`src/rtl/inert_pkg.sv`:
```
// inert_pkg: shared state type, IMU command constants and a read-command
// helper for the inert_seq command sequencer.
//
// Command word layout toward the SPI monarch:
//   read  : {1'b1, addr[6:0], 8'h00}
//   write : {1'b0, addr[6:0], data[7:0]}
package inert_pkg;

  typedef enum logic [3:0] {
    StInitWait,
    StCfg1,
    StCfg2,
    StCfg3,
    StIdle,
    StRdYl,
    StRdYh,
    StRdPl,
    StRdPh,
    StRdRl,
    StRdRh,
    StVld
  } inert_state_t;

  // Configuration writes, issued once after power-up in this order.
  localparam logic [15:0] CFG_INT1  = 16'h0D02;  // INT1 pin = gyro data-ready
  localparam logic [15:0] CFG_ODR   = 16'h1160;  // gyro ODR 416 Hz
  localparam logic [15:0] CFG_ROUND = 16'h1440;  // rounding enable

  // Rate register pairs (low byte first).
  localparam logic [6:0] ADDR_YAW_L   = 7'h26;
  localparam logic [6:0] ADDR_YAW_H   = 7'h27;
  localparam logic [6:0] ADDR_PITCH_L = 7'h22;
  localparam logic [6:0] ADDR_PITCH_H = 7'h23;
  localparam logic [6:0] ADDR_ROLL_L  = 7'h24;
  localparam logic [6:0] ADDR_ROLL_H  = 7'h25;

  function automatic logic [15:0] rd_cmd(input logic [6:0] addr);
    return {1'b1, addr, 8'h00};
  endfunction

endpackage

```
`src/rtl/int_sync.sv`:
```
// int_sync: two-flop synchronizer for an asynchronous level input, followed by
// a rising-edge detector. Usable for any asynchronous pin.
//
// Ports:
//   clk     in  system clock
//   rst     in  synchronous active-high reset
//   async_i in  asynchronous input
//   rise_o  out one-cycle pulse on a synchronized 0->1 transition
module int_sync (
  input  logic clk,
  input  logic rst,
  input  logic async_i,
  output logic rise_o
);

  logic meta_q;
  logic sync_q;
  logic prev_q;

  always_ff @(posedge clk) begin
    if (rst) begin
      meta_q <= 1'b0;
      sync_q <= 1'b0;
      prev_q <= 1'b0;
    end else begin
      meta_q <= async_i;
      sync_q <= meta_q;
      prev_q <= sync_q;
    end
  end

  assign rise_o = sync_q & ~prev_q;

endmodule

```
`src/rtl/inert_seq.sv`:
```
// inert_seq: IMU command sequencer in front of the SPI monarch.
//
// After reset it waits INIT_CYCLES clocks, writes the three IMU configuration
// registers, then on every data-ready interrupt reads the rate register pairs
// and presents the samples with a one-cycle vld strobe. Pin-level SPI timing
// lives entirely in the monarch; this block only issues wrt/wt_data and
// watches done/rd_data.
//
// Build option: define INERT_PITCH_ROLL_EN to also read pitch and roll
// (6 transactions per sample). Without it only yaw is read and pitch/roll
// are tied to zero.
//
// Ports:
//   clk      in  system clock
//   rst      in  synchronous active-high reset
//   INT      in  IMU data-ready interrupt (asynchronous, active-high)
//   done     in  monarch transaction complete (sticky until next wrt)
//   rd_data  in  monarch receive word, register byte in [7:0]
//   wrt      out one-cycle transaction start strobe
//   wt_data  out command word, stable from wrt until the matching done rise
//   yaw      out yaw-rate sample
//   pitch    out pitch-rate sample
//   roll     out roll-rate sample
//   vld      out one-cycle strobe, samples update in the same cycle
//   ready    out configuration finished
module inert_seq
  import inert_pkg::*;
#(
  parameter int unsigned INIT_CYCLES = 65536
) (
  input  logic        clk,
  input  logic        rst,
  input  logic        INT,
  input  logic        done,
  input  logic [15:0] rd_data,
  output logic        wrt,
  output logic [15:0] wt_data,
  output logic [15:0] yaw,
  output logic [15:0] pitch,
  output logic [15:0] roll,
  output logic        vld,
  output logic        ready
);

  localparam int unsigned CntW = $clog2(INIT_CYCLES + 1);
  localparam logic [CntW-1:0] CntLast = CntW'(INIT_CYCLES - 1);

  inert_state_t    state_q;
  logic [CntW-1:0] cnt_q;
  logic            done_q;
  logic            pending_q;
  logic [7:0]      lo_q;
  logic [15:0]     yaw_s_q;

  logic            int_rise;
  logic            done_rise;
  logic            consume;

  // Only the register byte is meaningful in the monarch word.
  logic            unused_rd_hi;
  assign unused_rd_hi = ^rd_data[15:8];

  int_sync u_int_sync (
    .clk    (clk),
    .rst    (rst),
    .async_i(INT),
    .rise_o (int_rise)
  );

  // A rise coinciding with our own wrt belongs to an older transaction (e.g.
  // one abandoned by reset); a real completion cannot arrive that early.
  assign done_rise = done & ~done_q & ~wrt;
  assign consume   = (state_q == StIdle) && pending_q;

`ifdef INERT_PITCH_ROLL_EN
  logic [15:0] pitch_s_q;
  logic [15:0] roll_s_q;
`else
  assign pitch = 16'h0000;
  assign roll  = 16'h0000;
`endif

  always_ff @(posedge clk) begin
    if (rst) begin
      state_q   <= StInitWait;
      cnt_q     <= '0;
      done_q    <= 1'b0;
      pending_q <= 1'b0;
      lo_q      <= 8'h00;
      yaw_s_q   <= 16'h0000;
      wrt       <= 1'b0;
      wt_data   <= 16'h0000;
      yaw       <= 16'h0000;
      vld       <= 1'b0;
      ready     <= 1'b0;
`ifdef INERT_PITCH_ROLL_EN
      pitch_s_q <= 16'h0000;
      roll_s_q  <= 16'h0000;
      pitch     <= 16'h0000;
      roll      <= 16'h0000;
`endif
    end else begin
      done_q <= done;
      wrt    <= 1'b0;
      vld    <= 1'b0;
      // Edges collapse into one flag; nothing is remembered before ready.
      pending_q <= ready & (int_rise | (pending_q & ~consume));

      unique case (state_q)
        StInitWait: begin
          if (cnt_q == CntLast) begin
            state_q <= StCfg1;
            wrt     <= 1'b1;
            wt_data <= CFG_INT1;
          end else begin
            cnt_q <= cnt_q + 1'b1;
          end
        end
        StCfg1: begin
          if (done_rise) begin
            state_q <= StCfg2;
            wrt     <= 1'b1;
            wt_data <= CFG_ODR;
          end
        end
        StCfg2: begin
          if (done_rise) begin
            state_q <= StCfg3;
            wrt     <= 1'b1;
            wt_data <= CFG_ROUND;
          end
        end
        StCfg3: begin
          if (done_rise) begin
            state_q <= StIdle;
            ready   <= 1'b1;
          end
        end
        StIdle: begin
          if (pending_q) begin
            state_q <= StRdYl;
            wrt     <= 1'b1;
            wt_data <= rd_cmd(ADDR_YAW_L);
          end
        end
        StRdYl: begin
          if (done_rise) begin
            lo_q    <= rd_data[7:0];
            state_q <= StRdYh;
            wrt     <= 1'b1;
            wt_data <= rd_cmd(ADDR_YAW_H);
          end
        end
        StRdYh: begin
          if (done_rise) begin
            yaw_s_q <= {rd_data[7:0], lo_q};
`ifdef INERT_PITCH_ROLL_EN
            state_q <= StRdPl;
            wrt     <= 1'b1;
            wt_data <= rd_cmd(ADDR_PITCH_L);
`else
            state_q <= StVld;
`endif
          end
        end
`ifdef INERT_PITCH_ROLL_EN
        StRdPl: begin
          if (done_rise) begin
            lo_q    <= rd_data[7:0];
            state_q <= StRdPh;
            wrt     <= 1'b1;
            wt_data <= rd_cmd(ADDR_PITCH_H);
          end
        end
        StRdPh: begin
          if (done_rise) begin
            pitch_s_q <= {rd_data[7:0], lo_q};
            state_q   <= StRdRl;
            wrt       <= 1'b1;
            wt_data   <= rd_cmd(ADDR_ROLL_L);
          end
        end
        StRdRl: begin
          if (done_rise) begin
            lo_q    <= rd_data[7:0];
            state_q <= StRdRh;
            wrt     <= 1'b1;
            wt_data <= rd_cmd(ADDR_ROLL_H);
          end
        end
        StRdRh: begin
          if (done_rise) begin
            roll_s_q <= {rd_data[7:0], lo_q};
            state_q  <= StVld;
          end
        end
`endif
        StVld: begin
          // Samples are staged until here so outputs never show a torn pair.
          yaw     <= yaw_s_q;
`ifdef INERT_PITCH_ROLL_EN
          pitch   <= pitch_s_q;
          roll    <= roll_s_q;
`endif
          vld     <= 1'b1;
          state_q <= StIdle;
        end
        default: state_q <= StInitWait;
      endcase
    end
  end

endmodule

```
`config.mk`:
```
export PLATFORM = sky130hd
export DESIGN_NAME = inert_seq
export DESIGN_NICKNAME = d
export VERILOG_FILES = /design/src/rtl/inert_pkg.sv /design/src/rtl/int_sync.sv /design/src/rtl/inert_seq.sv
export SDC_FILE = /design/constraint.sdc
export NUM_CORES = 1
export LEC_CHECK = 0
export ABC_AREA = 1
export BUFFER_PORTS_ARGS = -buffer_cell sky130_fd_sc_hd__buf_2
export CAP_MARGIN = 20
export CORE_MARGIN = 2
export CORE_UTILIZATION = 45
export CTS_CLUSTER_DIAMETER = 60
export CTS_CLUSTER_SIZE = 10
export DETAILED_ROUTE_END_ITERATION = 7
export GPL_TIMING_DRIVEN = 0
export PLACE_DENSITY = 0.8
export SLEW_MARGIN = 0
export SYNTH_ARGS = -nofsm -noshare
export SYNTH_HDL_FRONTEND = slang
export SYNTH_SLANG_ARGS = --single-unit
```
`constraint.sdc`:
```
create_clock -name clk -period 2.3 [get_ports clk]
set_input_delay 0.23 -clock clk [delete_from_list [all_inputs] [get_ports clk]]
set_output_delay 0.23 -clock clk [all_outputs]
set_load 0.05 [all_outputs]
```
==> results by group <==
Clock tree
  • Cts bufs inserted: 9
  • Clock-pin slew on the worst setup and hold paths: ~80 ps
  • Post-cts resize count: 0
  • Number of clock sinks: 75
  • CTS HTree Levels: 3
  • Clock latency on the worst-skew pair: 350 ps
  • Root Buffer: clkbuf_8
  • CTS tree: built
  • Hold Buf Count CTS: 0
  • Number of buffers between clock root and the deepest sink: 2
  • Post-CTS Setup Inserts: 0

Detailed routing
  • 1st-pass router iterations: 4
  • DRT iter0 DRCs: 151
  • Per-cell routed wire length: 10.9 um
  • Via/cell ratio: 4.58
  • Total routed wirelength: roughly 7300 um
  • Detail Route Antenna Nets: 0
  • Total DRC errors in the routed layout: 0
  • Total via count after detailed routing: 3064

Timing
  • Slew Limit Fails: 0
  • Final worst clock skew: just under 10 ps
  • Setup repair after global routing missed its margin: false
  • Final worst-path setup slack: 240 ps
  • Fmax: 0.486 GHz
  • Final worst path period share: about nine tenths
  • Max-slew headroom at the worst pin: 62.2%
  • Final setup violation count: 0
  • Transition time at the pin with the least slew margin: 567 ps
  • Setup TNS: 0 ps
  • Time the final worst path needs with I/O delays and setup: just over 2000 ps
  • Final count of hold timing violations: 0

Logic synthesis
  • Number of standard cells after synthesis: about 480
  • Count of different cell masters after synthesis: 30
  • Most area-consuming cells after synthesis: dfxtp_1 44%, nor2_1 14%, buf_4 9.6%
  • Avg Synthesized Cell Area: 7.22 um2
  • Cell type contributing the most total cell area after synthesis: dfxtp_1
  • Share of the synthesized area in the top cell type: 43.6%
  • Post-Syn Area: 3450 um2
  • Count of state elements after synthesis: 75
  • Warnings, synthesis: 0
  • Sequential cell area fraction in the yosys report: around 44%

Setup path
  • FF-to-FF Start: cnt_q[0]
  • Critical path class: register to register
  • Worst Reg2Reg Path Length in Cells: 12
  • Endpoint of the worst register-to-register path: wt_data[13]
  • CP startpoint: cnt_q[0]
  • Worst Path Buf+Inv: 1
  • Worst endpoint required time: 2520 ps
  • Category of cells accounting for the largest share of critical-path delay: simple AND/OR/NAND/NOR gates
  • Highest fanout seen on the critical path: 7
  • Biggest cell delay along the critical path: 380 ps
  • Worst reg2reg setup slack: 240 ps
  • Slowest cell on the critical path: dfxtp_1
  • Critical path launch point type: register
  • Worst path cell trace: ha_1 > nand3_1 > nor2_2 > inv_1 > nor2_1 > ha_1 > nand3b_2 > nand2_2 > nor2_4 > nand2_4 > nand2_1 > a21oi_1
  • Crit path capture type: register
  • Crit path capture: wt_data[13]
  • Logic depth of the worst setup path including buffers: 12
  • Signal arrival time at the worst endpoint: 2280 ps
  • CP most frequent cell: ha_1

Cells and area
  • Final Instance Count excl. Fillers: 669
  • Combined flip-flop and latch cell area: 1500 um2
  • Share of cells above drive strength 1: 22.8%
  • Number of nets in the finished design: 587
  • Fill cells: between 600 and 700
  • Layout area overhead: 19.1%
  • Multi-input gate area: 1570 um2
  • Number of diodes added for antenna fixing: 0

Placed design
  • Cell count after placement: 653
  • Worst-case setup slack after placement: 203 ps
  • Number of buffers added on ports: 40
  • Weighted congestion at the end of routability-driven global placement: around 0.84
  • Detailed placement HPWL: 5340 um

Global routing
  • Number of global-route vias before repair: 2848
  • Number of antenna violations at the first check in global routing: 0
  • Largest net degree at the start of global routing: 13
  • Residual overflow from global routing: 0
  • First-pass GRT wire length: 12600 um
  • Overall track demand over capacity in global routing: 18.6%

Status
  • Result of the run: completed

Floorplan
  • Floorplan die area: 8370 um2
  • IO Count: 87
  • Floorplan row count: 31
  • Die boundary height: slightly above 90 um
  • Die width: a little over 90 um
  • Effective utilization at floorplan: a little under half
  • Core Area: 7330 um2

Pwr
  • Max VDD drop: 0.393 mV
  • Power density over cell area: roughly 870 nW/um2
  • Leak Pwr: 2.07 nW

Min path
  • Worst hold-check path type: primary input to register

Run
  • Max-capacitance violation count: 0
[flip-flops by register name, summed over array words and instances (netlist names)]
register	flops
cnt_q	17
yaw	16
yaw_s_q	16
lo_q	8
wt_data	6
state_q	4
done_q	1
pending_q	1
ready	1
u_int_sync.meta_q	1
u_int_sync.prev_q	1
u_int_sync.sync_q	1
vld	1
wrt	1
[placed cells by master (no fill, tap or decap)]
cell type,Yosys,layout
a21oi_1,18,18
and3_1,2,2
buf_2,3,43
buf_4,44,44
buf_6,1,1
bufinv_16,0,1
clkbuf_1,7,9
clkbuf_8,0,9
clkinv_2,0,3
clkinv_4,0,1
conb_1,1,38
dfxtp_1,75,75
ha_1,2,2
inv_1,31,31
inv_2,6,6
nand2_1,68,68
nand2_2,6,6
nand2_4,1,1
nand3_1,12,12
nand3_2,1,1
nand3b_1,2,2
nand3b_2,1,1
nand4_1,3,3
nor2_1,126,125
nor2_2,4,5
nor2_4,6,6
nor3_1,4,4
nor3_4,1,1
nor3b_1,1,1
nor4_2,0,1
o21ai_0,45,45
o21ai_1,3,3
o21bai_1,1,1
xor2_1,1,1
[layout make-up]
cell class,instances,area share [%]
Buffer,55,9.33
Multi-Input combinational cell,347,38.3
Inverter,37,3.39
Tap cell,99,3.02
Clock buffer,11,3.20
Sequential cell,75,36.6
Clock inverter,5,1.31
Timing Repair Buffer,40,4.88
[kinds of logic (layout without fill, tap and decap cells)]
logic type      Yosys count  after routing  share of synthesized area, %
compound gates           67             67                          9.80
fa+ha+maj                 2              2                         0.726
buf+inv                  92            148                          15.1
xor+xnor                  1              1                         0.254
other cells               1             38                         0.109
flops                    75             75                          43.6
simple gates            239            239                          30.4
[worst min-delay path by stage]
| stage | endpoint | depth (start not counted) | from | slack (ps) |
|---|---|---|---|---|
| 5_1_grt | u_int_sync.meta_q | 3 | INT | 80 |
| 3_3_place_gp | u_int_sync.sync_q | 2 | u_int_sync.meta_q | 400 |
| 2_1_floorplan | u_int_sync.meta_q | 2 | INT | 340 |
| 6_report | u_int_sync.meta_q | 3 | INT | 80 |
| 3_5_place_dp | u_int_sync.sync_q | 2 | u_int_sync.meta_q | 410 |
| 4_1_cts | u_int_sync.meta_q | 3 | INT | 70 |
[worst register-to-register path: stages, from the launching register on]
cell and delay (ps):
dfxtp_1 380, ha_1 200, nand3_1 100, nor2_2 180, inv_1 60, nor2_1 110
ha_1 200, nand3b_2 220, nand2_2 100, nor2_4 160, nand2_4 100, nand2_1 70
a21oi_1 50
[report_power, final]
part	switching [mW]	internal (mW)
combinational	0.788	0.318
clock	0.476	0.498
sequential	0.0772	1.39
[Yosys cell counts, drive strengths merged]
library cell,instances
inv,37
o21ai,48
dfxtp,75
ha,2
buf,48
nor3,5
conb,1
nand2,75
nand3,13
and3,2
nor3b,1
xor2,1
nand3b,3
o21bai,1
nand4,3
clkbuf,7
nor4,1
a21oi,18
nor2,136
[per-layer routing]
layer / wire [um] / vias up / GRT usage [%]
met5: 0 / - / 0
met4: 90 / 0 / 7.58
met3: 478 / 8 / 5.15
met2: 3580 / 89 / 32.2
met1: 3130 / 1375 / 21.5
li1: - / 1592 / -
[per-stage QoR]
stage / hold slack [ps] / power (mW) / cell area (um2) / util (%)
after global routing: 82.3 / 3.75 / 4100 / 56.0
after global placement: 396 / 2.57 / 3910 / 53.3
after detailed placement: 414 / 2.60 / 3910 / 53.3
after floorplan: 337 / 2.41 / 3580 / -
final: 83.6 / 3.55 / 4100 / 56.0
after CTS: 68.1 / 3.57 / 4090 / 55.8
(Power assumes the default switching activity.)
